--- config.mk ---
export PLATFORM = sky130hd
export DESIGN_NAME = wireframe_buffer_ctrl_flat
export DESIGN_NICKNAME = d
export VERILOG_FILES = /design/src/rtl/wireframe_buffer_ctrl_if.sv /design/src/rtl/wireframe_buffer_ctrl.sv /design/src/flat_wrapper.sv
export SDC_FILE = /design/constraint.sdc
export NUM_CORES = 1
export LEC_CHECK = 0
export CORE_UTILIZATION = 30
export DETAILED_ROUTE_END_ITERATION = 8
export GPL_ROUTABILITY_DRIVEN = 0
export SLEW_MARGIN = 0
export SYNTH_ARGS = -nofsm -noshare
export SYNTH_HDL_FRONTEND = slang
export SYNTH_SLANG_ARGS = --single-unit
--- constraint.sdc ---
create_clock -name clk -period 5.9 [get_ports clk]
set_input_delay 1.18 -clock clk [delete_from_list [all_inputs] [get_ports clk]]
set_output_delay 1.18 -clock clk [all_outputs]
set_load 0.01 [all_outputs]
--- src/rtl/wireframe_buffer_ctrl_if.sv ---
// Rasterizer, display and SRAM signals of the wireframe buffer controller.
// master drives pixel requests and timing pulses; slave is the controller.
interface wireframe_buffer_ctrl_if #(
  parameter int ADDR_W = 19,
  parameter int XW     = 10,
  parameter int YW     = 9
);
  logic              px_valid;
  logic [XW-1:0]     px_x;
  logic [YW-1:0]     px_y;
  logic              px_ready;
  logic              frame_done;
  logic              vsync;
  logic              disp_en;
  logic              sram_write_en;
  logic              sram_data_in;
  logic              sram_flip;
  logic [ADDR_W-1:0] sram_write_addr;
  logic [ADDR_W-1:0] sram_read_addr;
  logic              clearing;
  logic              frame_drop;
  logic              oob_err;

  modport master (
    output px_valid, px_x, px_y, frame_done, vsync, disp_en,
    input  px_ready, sram_write_en, sram_data_in, sram_flip, sram_write_addr,
           sram_read_addr, clearing, frame_drop, oob_err
  );

  modport slave (
    input  px_valid, px_x, px_y, frame_done, vsync, disp_en,
    output px_ready, sram_write_en, sram_data_in, sram_flip, sram_write_addr,
           sram_read_addr, clearing, frame_drop, oob_err
  );
endinterface

--- src/rtl/wireframe_buffer_ctrl.sv ---
// Double-buffered wireframe controller: clear back buffer, draw pixels, flip on vsync.
// Pixel writes land one cycle after handshake; px_ready is low outside DRAW.
module wireframe_buffer_ctrl #(
  parameter int WIDTH  = 640,
  parameter int HEIGHT = 480,
  parameter int ADDR_W = 19,
  parameter int XW     = 10,
  parameter int YW     = 9
) (
  input  logic                    clk,
  input  logic                    n_rst,
  wireframe_buffer_ctrl_if.slave  bus
);
  localparam int                NPIX      = WIDTH * HEIGHT;
  localparam int                CW        = ADDR_W + 1;
  localparam logic [CW-1:0]     LAST_CNT  = CW'(NPIX);
  localparam logic [ADDR_W-1:0] LAST_ADDR = ADDR_W'(NPIX - 1);
  localparam logic [ADDR_W-1:0] W_A       = ADDR_W'(WIDTH);

  typedef enum logic [1:0] {CLEAR, DRAW, WAIT_FLIP} state_t;

  state_t            state;
  logic [CW-1:0]     clr_cnt;
  logic [XW-1:0]     px_x;
  logic [YW-1:0]     px_y;
  logic              hs;
  logic              in_range;
  logic [ADDR_W-1:0] px_addr;

  assign px_x     = bus.px_x;
  assign px_y     = bus.px_y;
  assign hs       = bus.px_valid & bus.px_ready;
  assign in_range = (32'(px_x) < WIDTH) && (32'(px_y) < HEIGHT);
  assign px_addr  = ADDR_W'(px_y) * W_A + ADDR_W'(px_x);

  always_ff @(posedge clk or negedge n_rst) begin
    if (!n_rst) begin
      state               <= CLEAR;
      clr_cnt             <= '0;
      bus.sram_read_addr  <= '0;
      bus.sram_write_en   <= 1'b0;
      bus.sram_data_in    <= 1'b0;
      bus.sram_write_addr <= '0;
      bus.sram_flip       <= 1'b0;
      bus.px_ready        <= 1'b0;
      bus.frame_drop      <= 1'b0;
      bus.oob_err         <= 1'b0;
      bus.clearing        <= 1'b1;
    end else begin
      bus.sram_write_en <= 1'b0;
      bus.sram_data_in  <= 1'b0;
      bus.sram_flip     <= 1'b0;
      bus.frame_drop    <= 1'b0;

      // vsync restarts the display scan and wins over disp_en
      if (bus.vsync)
        bus.sram_read_addr <= '0;
      else if (bus.disp_en)
        bus.sram_read_addr <= (bus.sram_read_addr == LAST_ADDR) ? '0 : bus.sram_read_addr + 1'b1;

      case (state)
        CLEAR: begin
          if (bus.vsync) bus.frame_drop <= 1'b1;
          if (clr_cnt == LAST_CNT) begin
            state        <= DRAW;
            bus.px_ready <= 1'b1;
            bus.clearing <= 1'b0;
          end else begin
            bus.sram_write_en   <= 1'b1;
            bus.sram_write_addr <= clr_cnt[ADDR_W-1:0];
            clr_cnt             <= clr_cnt + 1'b1;
            bus.clearing        <= 1'b1;
          end
        end
        DRAW: begin
          if (bus.vsync) bus.frame_drop <= 1'b1;
          if (hs) begin
            if (in_range) begin
              bus.sram_write_en   <= 1'b1;
              bus.sram_data_in    <= 1'b1;
              bus.sram_write_addr <= px_addr;
            end else begin
              bus.oob_err <= 1'b1;
            end
          end
          if (bus.frame_done) begin
            state        <= WAIT_FLIP;
            bus.px_ready <= 1'b0;
          end
        end
        WAIT_FLIP: begin
          // flip cycle issues no write, so clearing starts on the new back buffer
          if (bus.vsync) begin
            bus.sram_flip <= 1'b1;
            state         <= CLEAR;
            clr_cnt       <= '0;
            bus.clearing  <= 1'b1;
          end
        end
        default: begin
          state        <= CLEAR;
          clr_cnt      <= '0;
          bus.px_ready <= 1'b0;
          bus.clearing <= 1'b1;
        end
      endcase
    end
  end
endmodule
--- src/flat_wrapper.sv ---
// flat-port wrapper written by rule: the top's interface ports become plain ports
module wireframe_buffer_ctrl_flat 
#(
  parameter int WIDTH  = 640,
  parameter int HEIGHT = 480,
  parameter int ADDR_W = 19,
  parameter int XW     = 10,
  parameter int YW     = 9
)
  (clk, n_rst, bus_px_valid, bus_px_x, bus_px_y, bus_frame_done, bus_vsync, bus_disp_en, bus_px_ready, bus_sram_write_en, bus_sram_data_in, bus_sram_flip, bus_sram_write_addr, bus_sram_read_addr, bus_clearing, bus_frame_drop, bus_oob_err);
  wireframe_buffer_ctrl_if #(.ADDR_W(ADDR_W), .XW(XW), .YW(YW)) bus_i ();
  input  logic clk;
  input  logic n_rst;
  input wire logic [$bits(bus_i.px_valid)-1:0] bus_px_valid;
  input wire logic [$bits(bus_i.px_x)-1:0] bus_px_x;
  input wire logic [$bits(bus_i.px_y)-1:0] bus_px_y;
  input wire logic [$bits(bus_i.frame_done)-1:0] bus_frame_done;
  input wire logic [$bits(bus_i.vsync)-1:0] bus_vsync;
  input wire logic [$bits(bus_i.disp_en)-1:0] bus_disp_en;
  output wire logic [$bits(bus_i.px_ready)-1:0] bus_px_ready;
  output wire logic [$bits(bus_i.sram_write_en)-1:0] bus_sram_write_en;
  output wire logic [$bits(bus_i.sram_data_in)-1:0] bus_sram_data_in;
  output wire logic [$bits(bus_i.sram_flip)-1:0] bus_sram_flip;
  output wire logic [$bits(bus_i.sram_write_addr)-1:0] bus_sram_write_addr;
  output wire logic [$bits(bus_i.sram_read_addr)-1:0] bus_sram_read_addr;
  output wire logic [$bits(bus_i.clearing)-1:0] bus_clearing;
  output wire logic [$bits(bus_i.frame_drop)-1:0] bus_frame_drop;
  output wire logic [$bits(bus_i.oob_err)-1:0] bus_oob_err;
  assign bus_i.px_valid = bus_px_valid;
  assign bus_i.px_x = bus_px_x;
  assign bus_i.px_y = bus_px_y;
  assign bus_i.frame_done = bus_frame_done;
  assign bus_i.vsync = bus_vsync;
  assign bus_i.disp_en = bus_disp_en;
  assign bus_px_ready = bus_i.px_ready;
  assign bus_sram_write_en = bus_i.sram_write_en;
  assign bus_sram_data_in = bus_i.sram_data_in;
  assign bus_sram_flip = bus_i.sram_flip;
  assign bus_sram_write_addr = bus_i.sram_write_addr;
  assign bus_sram_read_addr = bus_i.sram_read_addr;
  assign bus_clearing = bus_i.clearing;
  assign bus_frame_drop = bus_i.frame_drop;
  assign bus_oob_err = bus_i.oob_err;
  wireframe_buffer_ctrl #(.WIDTH(WIDTH), .HEIGHT(HEIGHT), .ADDR_W(ADDR_W), .XW(XW), .YW(YW)) u_core (.clk(clk), .n_rst(n_rst), .bus(bus_i));
endmodule
Word-level counts from Yosys, hierarchy flattened --
Index checks and enable logic that the tools add are counted.
Operators by class: multiply operators 1, add/subtract/negate cells 3, multiplexer cells 27, bitwise logic cells 4, reduce and logical (&&, ||, !) cells 11, order comparisons 2, eq/ne operators 10
Operator list (count):
- $mux 19 | 6
- $pmux 20 s3 | 1
- $mux 20 | 2
- $pmux 19 s2 | 1
- $add 20x1->20 const B | 1
- $eq 20x19->1 const B | 1
- $add 19x1->19 const B | 1
- $add 19x10->19 | 1
- $eq 19x19->1 const B | 1
- $mul 9x3->12 const B | 1
- $reduce_and 3->1 | 4
- $lt 10x10->1 const B | 1
- $mux 1 | 10
- $lt 9x9->1 const B | 1
- $mux 2 | 3
- $ne 2x1->1 const B | 3
- $ne 2x2->1 const B | 3
- $pmux 1 s3 | 2
- $pmux 2 s3 | 1
- $reduce_and 4->1 | 1
- $reduce_bool 2->1 | 2
- $not 1->1 | 3
- $eq 2x1->1 const B | 1
- $eq 2x2->1 const B | 1
- other kinds (6) | 6
Storage, ports and cells: output and inout port bits 45, word-level logic and storage cells 69, register bits after elaboration 67, bits of input ports 25

Logic depth before layout (Yosys ltp) --
word-level depth 5, mapped depth 9

Worst setup path after synthesis --
No wires, ideal clock.
path type input to register, start in bus_px_y[1], end reg u_core.bus.sram_write_addr[17], setup slack 2.448 ns, path buffers 0, stages on the path 9, data arrival time 3.325 ns, data required time 5.773 ns, library setup time 0.127 ns, path through ha_1 > ha_1 > fa_1 > a211oi_1 > o21ai_0 > a221oi_1 > and4bb_2 > nor2_1 > nand3b_1
On the way: longest elaborated chain between the ends 5, elaborated cells between the ends (all ways) 9
RTL lines:
- from (decl) | line flat_wrapper.sv:16 | input wire logic [$bits(bus_i.px_y)-1:0] bus_px_y;
- $mul 9x3->12 | line wireframe_buffer_ctrl.sv:34 | assign px_addr = ADDR_W'(px_y) * W_A + ADDR_W'(px_x);
- $add 19x10->19 | line wireframe_buffer_ctrl.sv:34
- $mux 19 | line wireframe_buffer_ctrl.sv:78 | if (in_range) begin
- $mux 19 | line wireframe_buffer_ctrl.sv:77 | if (hs) begin
- $pmux 19 s2 | line wireframe_buffer_ctrl.sv:61 | case (state)
- to (signal assigned) | line wireframe_buffer_ctrl.sv:70 | bus.sram_write_addr <= clr_cnt[ADDR_W-1:0];
- to (signal assigned) | line wireframe_buffer_ctrl.sv:81 | bus.sram_write_addr <= px_addr;
- to (decl) | line wireframe_buffer_ctrl_if.sv:32 | output px_ready, sram_write_en, sram_data_in, sram_flip, sram_write_addr,
Parallel ways exist; a longest one is shown, timed or not. The select of a mux whose other input is x is not followed. A chain may end at the register's enable or synchronous reset.

Worst setup path after layout --
start in bus_px_y[1], end reg u_core.bus.sram_write_addr[18]
The elaborated chain is that of the path after synthesis.

==> impl_results.md <==
- Status: finished clean
- Post-route met1 wirelength: between 4 and 5 mm
- Post-synth EDFFs: 0
- Lkg Pwr: between 2 and 2.5 nW
- Cts bufs inserted: 9
- Mapped Cells: about 440
- Post-Route Utilization: 40.6%
- Min-delay worst type: flip-flop to flip-flop
- Wire length per cell: 13.9 um
- Via-to-Cell Ratio: 5.01
- Reg clk slew, reported paths: 0.06 ns
- Async SR Flop Fraction: between 90% and 100%
- Clock sinks: 67
- Worst-path fanout max: 3
- Power per cell area: 226 nW/um2
- Fillers: roughly 1300
- Crit path cell chain: clkdlybuf4s50_1 > ha_1 > ha_1 > fa_1 > a211oi_1 > o21ai_0 > a221oi_1 > and4b_1 > o21ai_0 > a32oi_1
- Register bit total from synthesis: between 60 and 70
- Synth area leaders: dfrtp_1 (41%), ha_1 (6.3%), xor2_1 (5.7%)
- Post-CTS Setup Inserts: 0
- Die height: between 100 and 150 um
- Worst slew margin: between 40 and 50%
- Global-route wire length before repair: about 16 mm
- WS Path Type: input port to flip-flop
- Vias post-DR: 3441
- IO Count: 70
- Most common cell after layout, fill and taps aside: clkdlybuf4s50_1
- Worst Max-Slew Pin Slew: approximately 0.9 ns
- First-pass DRT Iterations: 4
- Synthesized area per cell: around 9.1 um2
- Routed WL: 9.55 mm
- HPWL Detailed: 6.95 mm
- TritonCTS clock tree: done
- Die area: roughly 14000 um2
- Initial Utilization: 31.2%
- Cell variety after synth: 61
- Setup TNS: 0 ns
- Startpoint type of the worst setup path: input port
- Die Wd: 117 um
- Max cap viols: 0
- Largest net degree at the start of global routing: 68
- Synth Cell Area: ~4000 um2
- Post-layout min period: 3.91 ns
- Gr ovfl total: 0
- Met2 WL: 4.59 mm
- DRC: 0
- Area added between synthesis and finish: 30.3%
- Final net count: roughly 560
- GRT Util Overall: between 10% and 20%
- Routed Antenna Nets: 0
- Post-CTS Hold Fix Bufs: 0
- CP Capture Type: flip-flop
- Primary FF master, synth: dfrtp_1
- Highest layer used for signal routing: met4
- Vias in the first global route: approximately 3300
- Insertion delay to the later sink of the worst-skew pair: 0.33 ns
- Post_cts resized: 0
- Final Hold Vio Count: 0
- Most frequent cells in the layout: clkdlybuf4s50_1 (68), dfrtp_1 (66), nand2_1 (51)
- Maximum operating frequency: between 200 and 300 MHz
- CP max-delay cell: a221oi_1
- Met3 routed WL: 467 um
- # setup viols final: 0
- Max VDD drop: roughly 150 uV
- Max H-tree Level: 3
- Post-synth top area share: 41.5%
- Share of layout cells above drive strength 1: 6.99%
- Clk buf depth: 2
- Initial antenna violation count: 0
- Required time of the critical path: 6.15 ns
- Leading area contributor after synthesis: dfrtp_1
- Core area: roughly 13000 um2
- Buf/Inv on CP: 1
- WP data arrival: about 4.2 ns
- Root Driver: clkbuf_16
- Sequential area share after synthesis: a little over two fifths
- Antenna diode count: 0
- Fin. max-slew vios: 0
- RSZ-0062 raised after global routing: no
- Port Buffer Count: 69
- Net Count, Synth: 485
- Drt initial violations: 172
- Critical path's top delay family: compound AO/OA/AOI/OAI gates
- CP peak stage delay: 0.49 ns
- Clock Skew: about 0.008 ns
- Ys Warns: 0
- Rows: 41
- Final period util: between 60% and 70%
path summary, 6_finish.rpt:
path | from | to | slack, ns | cells after the start
max | bus_px_y[1] | u_core.bus.sram_write_addr[18] | 1.99 | 10
min | u_core.bus.sram_write_addr[11] | u_core.bus.sram_write_addr[11] | 0.47 | 2
max reg2reg | u_core.clr_cnt[17] | u_core.bus.sram_write_addr[12] | 3.33 | 6
min reg2reg | u_core.bus.sram_write_addr[11] | u_core.bus.sram_write_addr[11] | 0.47 | 2
max in group asynchronous | n_rst | u_core.state[1] | 4.28 | 2
min in group asynchronous | n_rst | u_core.bus.sram_read_addr[6] | 1.03 | 2
through the flow:
stage	instances	worst slack, ns	total power [mW]	hold WS, ns	area, um2
2_1_floorplan	438	2.45	0.548	0.486	3980
3_3_place_gp	671	1.79	0.600	0.462	4860
3_5_place_dp	671	1.73	0.601	0.468	4860
4_1_cts	687	2.05	1.19	0.484	5190
5_1_grt	687	1.83	1.22	0.491	5190
6_report	687	1.99	1.17	0.473	5190
worst register-to-register path, stage by stage (launching register included):
cell,delay [ns]
dfrtp_1,0.44
or4_4,0.57
nor4_4,0.30
a211oi_2,0.20
nor2_4,0.55
inv_2,0.09
mux2_4,0.31
cell type report:
cell class                 instances  area (um2)  share of cell area, %
timing repair buffer              73         716                   13.8
clock inverter                     6        88.8                   1.71
tap                              172         215                   4.15
clock buffer                      10         239                   4.60
inverter                          19        71.3                   1.37
multi-input combinational        340        2180                   42.1
sequential                        67        1680                   32.3
cells by family after synthesis:
kind of cell             Yosys count  share of synthesized area [%]
buffers and inverters             31                           3.14
multiplexers                       8                           2.14
adder cells (fa/ha/maj)           22                           7.29
AO/OA/AOI/OAI                     99                           15.4
flip-flops                        67                           42.1
AND/OR/NAND/NOR                  179                           22.9
XOR/XNOR                          32                           7.04
synthesized netlist by cell type, types with 2 or more instances:
library cell,n
fa_1,2
buf_4,2
or4_1,5
a21oi_1,20
nand3_1,14
nand2_1,51
xnor2_1,6
o211ai_1,3
a32oi_1,2
ha_1,20
nor3_1,6
or3_1,5
mux2i_1,7
and2_1,2
clkbuf_1,8
nor4_1,4
or2_2,4
o311ai_0,2
a21o_1,5
a211oi_1,2
dfrtp_1,66
nor2_1,49
nor3b_1,3
o31ai_1,4
xor2_1,26
o21ai_0,41
nand4_1,12
a211o_1,2
nor2b_1,5
and3_1,6
o21a_1,2
inv_1,18
a22oi_1,3
and4_1,2
and4b_1,2
a21boi_0,2
flip-flops by register name, indices dropped and copies added (netlist names):
register	cells
u_core.bus.clearing	1
u_core.bus.frame_drop	1
u_core.bus.oob_err	1
u_core.bus.px_ready	1
u_core.bus.sram_data_in	1
u_core.bus.sram_flip	1
u_core.bus.sram_read_addr	19
u_core.bus.sram_write_addr	19
u_core.bus.sram_write_en	1
u_core.clr_cnt	20
u_core.state	2
report_power, final:
part           switching (mW)  internal, mW  leakage [nW]
clock network           0.201         0.381         0.155
registers             0.00215         0.462         0.889
logic                  0.0701        0.0582          1.13
total                   0.274         0.901          2.18
per-layer routing:
metal / track usage [%] / vias to the layer above
li1: - / 1705
met4: 4.30 / 0
met5: 0 / -
met1: 19.1 / 1668
met3: 4.33 / 9
met2: 24.4 / 59
Power figures use the tool's default switching activity.
